==> src/rtl/alu_mul_seq_pkg.sv <==
// Shared ALU definitions: opcode encoding and default data width.
// Imported by the ALU and by every block that drives it.
package alu_mul_seq_pkg;

    localparam int ALU_W = 32;

    typedef enum logic [2:0] {
        ALU_ADD = 3'd0,
        ALU_OR  = 3'd1,
        ALU_SL  = 3'd2,
        ALU_SRL = 3'd3,
        ALU_SUB = 3'd4,
        ALU_SLT = 3'd5,
        ALU_AND = 3'd6,
        ALU_XOR = 3'd7
    } alu_op_e;

endpackage

==> src/rtl/alu_mul_seq.sv <==
// Shift-and-add multiply sequencer borrowing the shared ALU.
// Owns the ALU inputs while busy; product is the low word plus overflow.
module alu_mul_seq
    import alu_mul_seq_pkg::*;
#(
    parameter int WIDTH      = ALU_W,
    parameter bit EARLY_TERM = 1'b1
) (
    input  logic             clk,
    input  logic             rst_n,
    input  logic             start,
    input  logic [WIDTH-1:0] opa,
    input  logic [WIDTH-1:0] opb,
    output logic             busy,
    output logic             done,
    output logic [WIDTH-1:0] product,
    output logic             ovf,
    output logic [WIDTH-1:0] alu_in1,
    output logic [WIDTH-1:0] alu_in2,
    output logic [2:0]       alu_control,
    input  logic [WIDTH-1:0] alu_out,
    input  logic             alu_zero,
    input  logic             alu_msb,
    input  logic             alu_carry
);

    localparam int CW = $clog2(WIDTH) + 1;
    localparam logic [CW-1:0] CNT_MAX = CW'(WIDTH);
    localparam logic [WIDTH-1:0] ONE = WIDTH'(1);

    typedef enum logic [2:0] {
        S_IDLE  = 3'd0,
        S_CHECK = 3'd1,
        S_ADD   = 3'd2,
        S_SHQ   = 3'd3,
        S_SHM   = 3'd4,
        S_FIN   = 3'd5,
        S_DONE  = 3'd6
    } seq_state_e;

    seq_state_e       r_state;
    logic             r_busy;
    logic             r_done;
    logic [WIDTH-1:0] r_acc;
    logic [WIDTH-1:0] r_mcand;
    logic [WIDTH-1:0] r_mplier;
    logic [CW-1:0]    r_cnt;
    logic [WIDTH-1:0] r_product;
    logic             r_ovf;
    logic             w_stop;
    logic             w_mplier_nz;

    assign w_stop      = (EARLY_TERM && alu_zero) || (r_cnt == CNT_MAX);
    assign w_mplier_nz = |r_mplier;

    assign busy    = r_busy;
    assign done    = r_done;
    assign product = r_product;
    assign ovf     = r_ovf;

    // Sequencer state with registered busy/done
    always_ff @(posedge clk or negedge rst_n) begin
        if (!rst_n) begin
            r_state <= S_IDLE;
            r_busy  <= 1'b0;
            r_done  <= 1'b0;
        end else begin
            r_done <= 1'b0;
            unique case (r_state)
                S_IDLE: begin
                    if (start) begin
                        r_state <= S_CHECK;
                        r_busy  <= 1'b1;
                    end
                end
                S_CHECK: begin
                    if (w_stop)
                        r_state <= S_FIN;
                    else if (alu_out[0])
                        r_state <= S_ADD;
                    else
                        r_state <= S_SHQ;
                end
                S_ADD: r_state <= S_SHQ;
                S_SHQ: r_state <= S_SHM;
                S_SHM: r_state <= S_CHECK;
                S_FIN: begin
                    r_state <= S_DONE;
                    r_done  <= 1'b1;
                end
                S_DONE: begin
                    r_state <= S_IDLE;
                    r_busy  <= 1'b0;
                end
                default: begin
                    r_state <= S_IDLE;
                    r_busy  <= 1'b0;
                end
            endcase
        end
    end

    // Operand, accumulator and result registers fed from the ALU
    always_ff @(posedge clk or negedge rst_n) begin
        if (!rst_n) begin
            r_acc     <= '0;
            r_mcand   <= '0;
            r_mplier  <= '0;
            r_cnt     <= '0;
            r_product <= '0;
            r_ovf     <= 1'b0;
        end else begin
            unique case (r_state)
                S_IDLE: begin
                    if (start) begin
                        r_mcand  <= opa;
                        r_mplier <= opb;
                        r_acc    <= '0;
                        r_cnt    <= '0;
                        r_ovf    <= 1'b0;
                    end
                end
                S_ADD: begin
                    r_acc <= alu_out;
                    r_ovf <= r_ovf | alu_carry;
                end
                S_SHQ: r_mplier <= alu_out;
                S_SHM: begin
                    r_mcand <= alu_out;
                    r_ovf   <= r_ovf | (alu_msb & w_mplier_nz);
                    r_cnt   <= r_cnt + CW'(1);
                end
                S_FIN: r_product <= r_acc;
                default: ;
            endcase
        end
    end

    // ALU operand and opcode selection per state
    always_comb begin
        alu_in1     = '0;
        alu_in2     = '0;
        alu_control = ALU_ADD;
        unique case (r_state)
            S_CHECK: begin
                alu_in1     = r_mplier;
                alu_in2     = ONE;
                alu_control = ALU_AND;
            end
            S_ADD: begin
                alu_in1     = r_acc;
                alu_in2     = r_mcand;
                alu_control = ALU_ADD;
            end
            S_SHQ: begin
                alu_in1     = r_mplier;
                alu_in2     = ONE;
                alu_control = ALU_SRL;
            end
            S_SHM: begin
                alu_in1     = r_mcand;
                alu_in2     = ONE;
                alu_control = ALU_SL;
            end
            default: ;
        endcase
    end

endmodule
==> config.mk <==
export PLATFORM = sky130hd
export DESIGN_NAME = alu_mul_seq
export DESIGN_NICKNAME = d
export VERILOG_FILES = /design/src/rtl/alu_mul_seq_pkg.sv /design/src/rtl/alu_mul_seq.sv
export SDC_FILE = /design/constraint.sdc
export NUM_CORES = 1
export LEC_CHECK = 0
export CAP_MARGIN = 10
export CORE_MARGIN = 2
export CORE_UTILIZATION = 51
export DETAILED_ROUTE_END_ITERATION = 6
export PLACE_DENSITY = 0.86
export SYNTH_ARGS = -nofsm -noshare
export SYNTH_HDL_FRONTEND = slang
export SYNTH_SLANG_ARGS = --single-unit
==> constraint.sdc <==
create_clock -name clk -period 4.3 [get_ports clk]
set_input_delay 0.86 -clock clk [delete_from_list [all_inputs] [get_ports clk]]
set_output_delay 0.86 -clock clk [all_outputs]
set_load 0.02 [all_outputs]
Yosys cells after proc, flatten, opt, wreduce, memory -nomap -nowiden
Cells that the tools add are included.
{ "word_totals": {"regBits": 140} }
{ "classes": {"mux": 20, "addsub": 1, "reduce_logical": 15, "bitwise": 4, "n_eq_ne": 7} }
{ "op_table": {"columns": ["operator", "n"], "rows": [
  ["case mux 32 bit (2 select lines)", 4],
  ["2-to-1 mux 32 bit", 3],
  ["case mux 32 bit (3 select lines)", 1],
  ["OR reduction 32 bit", 1],
  ["case mux 3 bit (6 select lines)", 1],
  ["case mux 6 bit (2 select lines)", 1],
  ["AND reduction 2 bit", 5],
  ["case mux 3 bit (3 select lines)", 1],
  ["adder 6 x 1 -> 6 bit (second input constant)", 1],
  ["== test 3 x 2 -> 1 bit (second input constant)", 2],
  ["== test 3 bit (second input constant)", 2],
  ["== test 6 bit (second input constant)", 1],
  ["2-to-1 mux 3 bit", 2],
  ["2-to-1 mux 6 bit", 1],
  ["nonzero test 2 bit", 3],
  ["OR reduction 5 bit", 1],
  ["2-to-1 mux 1 bit", 4],
  ["== test 3 x 1 -> 1 bit (second input constant)", 1],
  ["logical NOT 3 bit", 1],
  ["case mux 1 bit (3 select lines)", 1],
  ["nonzero test 3 bit", 1],
  ["OR reduction 3 bit", 1],
  ["!= test 2 bit (second input constant)", 1],
  ["bitwise OR 1 bit", 2],
  ["other kinds (5)", 5]
]} }

Longest topological paths before layout
{ "depth": {"word_depth": 4, "mapped_depth": 7, "ltp_nobuf": 6} }

Worst setup path before layout
No wires, ideal clock.
{ "synth_path": {"path_type": "flip-flop to output port", "startpoint": "register r_state[2]", "endpoint": "output alu_in1[11]", "required_ns": 3.440, "slack_ns": 1.755, "arrival_time_ns": 1.685, "stages_incl_launch_ff": 7, "n_path_buf": 3, "cell_sequence": "dfrtp_1 -> buf_2 -> nor2b_1 -> clkbuf_1 -> clkbuf_1 -> a22oi_1 -> o21ai_0"} }
{ "synth_via": {"elab_chain_len": 3, "elab_cells_between_ends": 6, "cone_classes": "eq/ne: 4; mux: 1; reduce/logical: 1"} }
{ "synth_rtl": {"columns": ["item", "line_no", "text"], "rows": [
  ["start: declaration", "alu_mul_seq.sv:41", "seq_state_e r_state;"],
  ["start signal: assignment", "alu_mul_seq.sv:64", "r_state <= S_IDLE;"],
  ["start signal: assignment", "alu_mul_seq.sv:72", "r_state <= S_CHECK;"],
  ["start signal: assignment", "alu_mul_seq.sv:78", "r_state <= S_FIN;"],
  ["== test 3 x 2 -> 1 bit / == test 3 x 1 -> 1 bit (equally long branches)", "alu_mul_seq.sv:144", "unique case (r_state)"],
  ["OR reduction 2 bit (no source line)", null, null],
  ["case mux 32 bit (3 select lines) *", "alu_mul_seq.sv:144", null],
  ["end: declaration", "alu_mul_seq.sv:18", "output logic [WIDTH-1:0] alu_in1,"]
]} }
Mark *: on every way between the ends. The rest lies on a longest branch, timed or not.

Worst setup path after layout
{ "layout_path": {"startpoint": "register r_state[2]", "endpoint": "output alu_in1[27]"} }
Same word-level chain as after synthesis.

==> metrics <==
ANT nets after route=0; Final Max Tran Viols=0; CP max stage cell=dfrtp_1; global-route wire length before repair=about 38,000 microns; reg-to-reg critical path endpoint=r_cnt[2]$_DFFE_PN0P_; Vias per Instance=5.95; post-synthesis async set-or-reset flop share=100%; full die area=14,100 sq um; XOR/XNOR share of the synthesized area=0.131%; Final Hold Fails=0; core area=12,700 sq um; Ant. Diodes=0; die width=119 microns; Yosys top cell area share=52.3%; layout overhead on the synthesized area=41.2%; Fill cells=1,012; Synth Register Bits=140; syn_nets=921; Reg2Reg Depth=5; Final min period=3.92 ns; die height=119 microns; depth of the CTS H-tree=4; DR vias=7,025; Leakage=0.00443 uW; met1 Use GR=between 40% and 50%; Post-synth top cells=300 x nand2_1, 140 x dfrtp_1, 70 x nor2_1; post-synthesis cell area=6700 sq um; Mapped Avg Cell Area=8.20 sq um; CTS tree=built; clk slew on worst S/H paths=0.06 ns; layout net count=1,099; Compound-Gate Fraction of Synth Area=about 14%; Hold Buf Count CTS=0; gr usage total=34.2%; Setup TNS=0 ns; GRT met3 Usage=8.88%; worst slew pin tran=between 1 and 1.5 ns; initial antenna violation count=0; Worst EP arrival=3.06 ns; Post-Layout Cell Count=1,180; met2 usage=around 55%; top-count cell post-synth=nand2_1; initial detailed-routing violation count=941; critical path startpoint category=register; power per cell area=788 nW/um^2; row count=41; Max Cap Viol=0; largest net degree at the start of global routing=116; mux cell area share after synthesis=0.149%; adder-cell share of the synthesized area=0.374%; post-cts resize count=0; post-synthesis simple-gate area fraction=29.0%; PortBufs=203; min-delay src=product[23]$_DFFE_PN0P_; Multi-input gate area=2940 sq um; number of enable flip-flop cells after synthesis=0; CTS root buf=clkbuf_16; largest area contributor in the netlist=dfrtp_1; layout cells sized above 1=6.25%; RSZ-0062 raised after global routing=no; Synth warnings=0; Synth area leaders=dfrtp_1 52%, nand2_1 17%, a22oi_1 5.4%, nor2_1 3.9%, a31oi_1 3.0%; final setup violation count=0; hold path cells=2; post-synth cell types=36; final wirelength=approximately 24,000 microns; Clock Latency Late Sink=0.42 ns; CP Max Fanout=19; fin crit share=91.2%; critical path class=reg -> out; Reg area=~3500 sq um; Worst VDD drop=0.428 mV; gr ovfl total=0; Syn Inst Count=approximately 820; status=finished clean; total CTS buffers=17; placed instance count=~1,100; DP HPWL=14,900 microns; Starting Density=52.7%; DRC errors left=0; crit-path cells=nor2b_4, buf_4, a22oi_1, o21ai_0, clkdlybuf4s50_1; CTS Buffer Depth=2; largest family of logic cells by synthesized area=simple AND/OR/NAND/NOR gates; Rel. slew slack=17.8%; HP Class=reg -> reg; global-route layer with the greatest usage=met2; ys flop type=dfrtp_1; GP Congestion=0.863; sequential area share after synthesis=52.3%; vias in the first global route=roughly 7,000; setup slack after layout=between 0.3 and 0.4 ns; slowest stage delay, CP=0.67 ns; first-pass iteration count of the detailed router=6; Worst EP required=3.44 ns; RR Startpoint=r_state[0]$_DFFE_PN0P_; Fmax=255 MHz; IO Count=204; WL per Instance=19.9 microns; worst hold endpoint=product[23]$_DFFE_PN0P_; Worst Clk Skew=0.00754 ns; TritonCTS Sinks=140; Post-CTS Setup Inserts=0; Critical Path End Type=output pin; reg2reg setup slack=1.61 ns; pre-CTS WS=0.907 ns
metrics by stage:
step           instance area (sq um)  total power, uW  hold slack, ns  utilization (%)
2_1_floorplan                   6700             4280           0.445                -
6_report                        9460             7460           0.474             74.4
3_3_place_gp                    8870             5820           0.456             69.7
3_5_place_dp                    8870             5920           0.462             69.7
5_1_grt                         9460             7860           0.500             74.4
4_1_cts                         9460             7420           0.476             74.4
sequential cells by signal, indices dropped and copies added (netlist names):
signal    cells
busy          1
r_acc        32
product      32
ovf           1
r_mplier     32
r_mcand      32
r_state       3
done          1
r_cnt         6
worst max-delay path: cells and delay by family, from the launching register on:
kind / cells / cell delay [ns]
simple gates: 1 / 0.64
buf+inv: 2 / 1.00
flops: 1 / 0.67
compound gates: 2 / 0.32
cells by family after synthesis:
kind of cell    Yosys count
compound gates          143
xor+xnor                  1
mux                       1
fa+ha+maj                 2
flops                   140
buf+inv                  69
simple gates            461
area by class of cell:
cell class                      instances  share of cell area [%]
Sequential cell                       140                    37.1
Multi-Input combinational cell        608                    31.1
Timing Repair Buffer                  224                    23.2
Clock buffer                           25                    5.34
Tap cell                              172                    2.28
Clock inverter                          7                   0.899
Inverter                                4                   0.159
placed cells by master, fill, tap and decap left out, types with 5 or more instances in the layout:
master,instances
o21ai_0,37
clkdlybuf4s50_1,202
nor2_1,69
a31oi_1,32
clkinv_2,5
nand3_1,34
nand2_1,299
dfrtp_1,139
and3_1,32
a22oi_1,48
nor4_1,8
clkbuf_8,5
clkbuf_16,17
o22ai_1,16
buf_4,21
worst max path at each step:
stage	start	end	slack (ns)
detailed placement	r_state[2]$_DFFE_PN0P_	alu_in1[23]	0.91
global route	r_state[2]$_DFFE_PN0P_	alu_in1[23]	0.24
global placement	r_state[2]$_DFFE_PN0P_	alu_in1[20]	1.07
finish	r_state[2]$_DFFE_PN0P_	alu_in1[27]	0.38
CTS	r_state[2]$_DFFE_PN0P_	alu_in1[23]	0.47
floorplan	r_state[2]$_DFFE_PN0P_	alu_in1[11]	1.75
layer usage:
| metal | wire [microns] | share of wire (%) |
|---|---|---|
| met1 | 9130 | 39 |
| met2 | 11300 | 48 |
| met3 | 2410 | 10 |
| met4 | 650 | 2.8 |
| met5 | 0 | 0 |
power by group:
group	internal (uW)	leakage (uW)	switching, uW	total (uW)
registers	1870	0.00175	502	2380
clock network	926	0.000297	544	1470
logic	1440	0.00238	2170	3610
(Power assumes the default switching activity.)
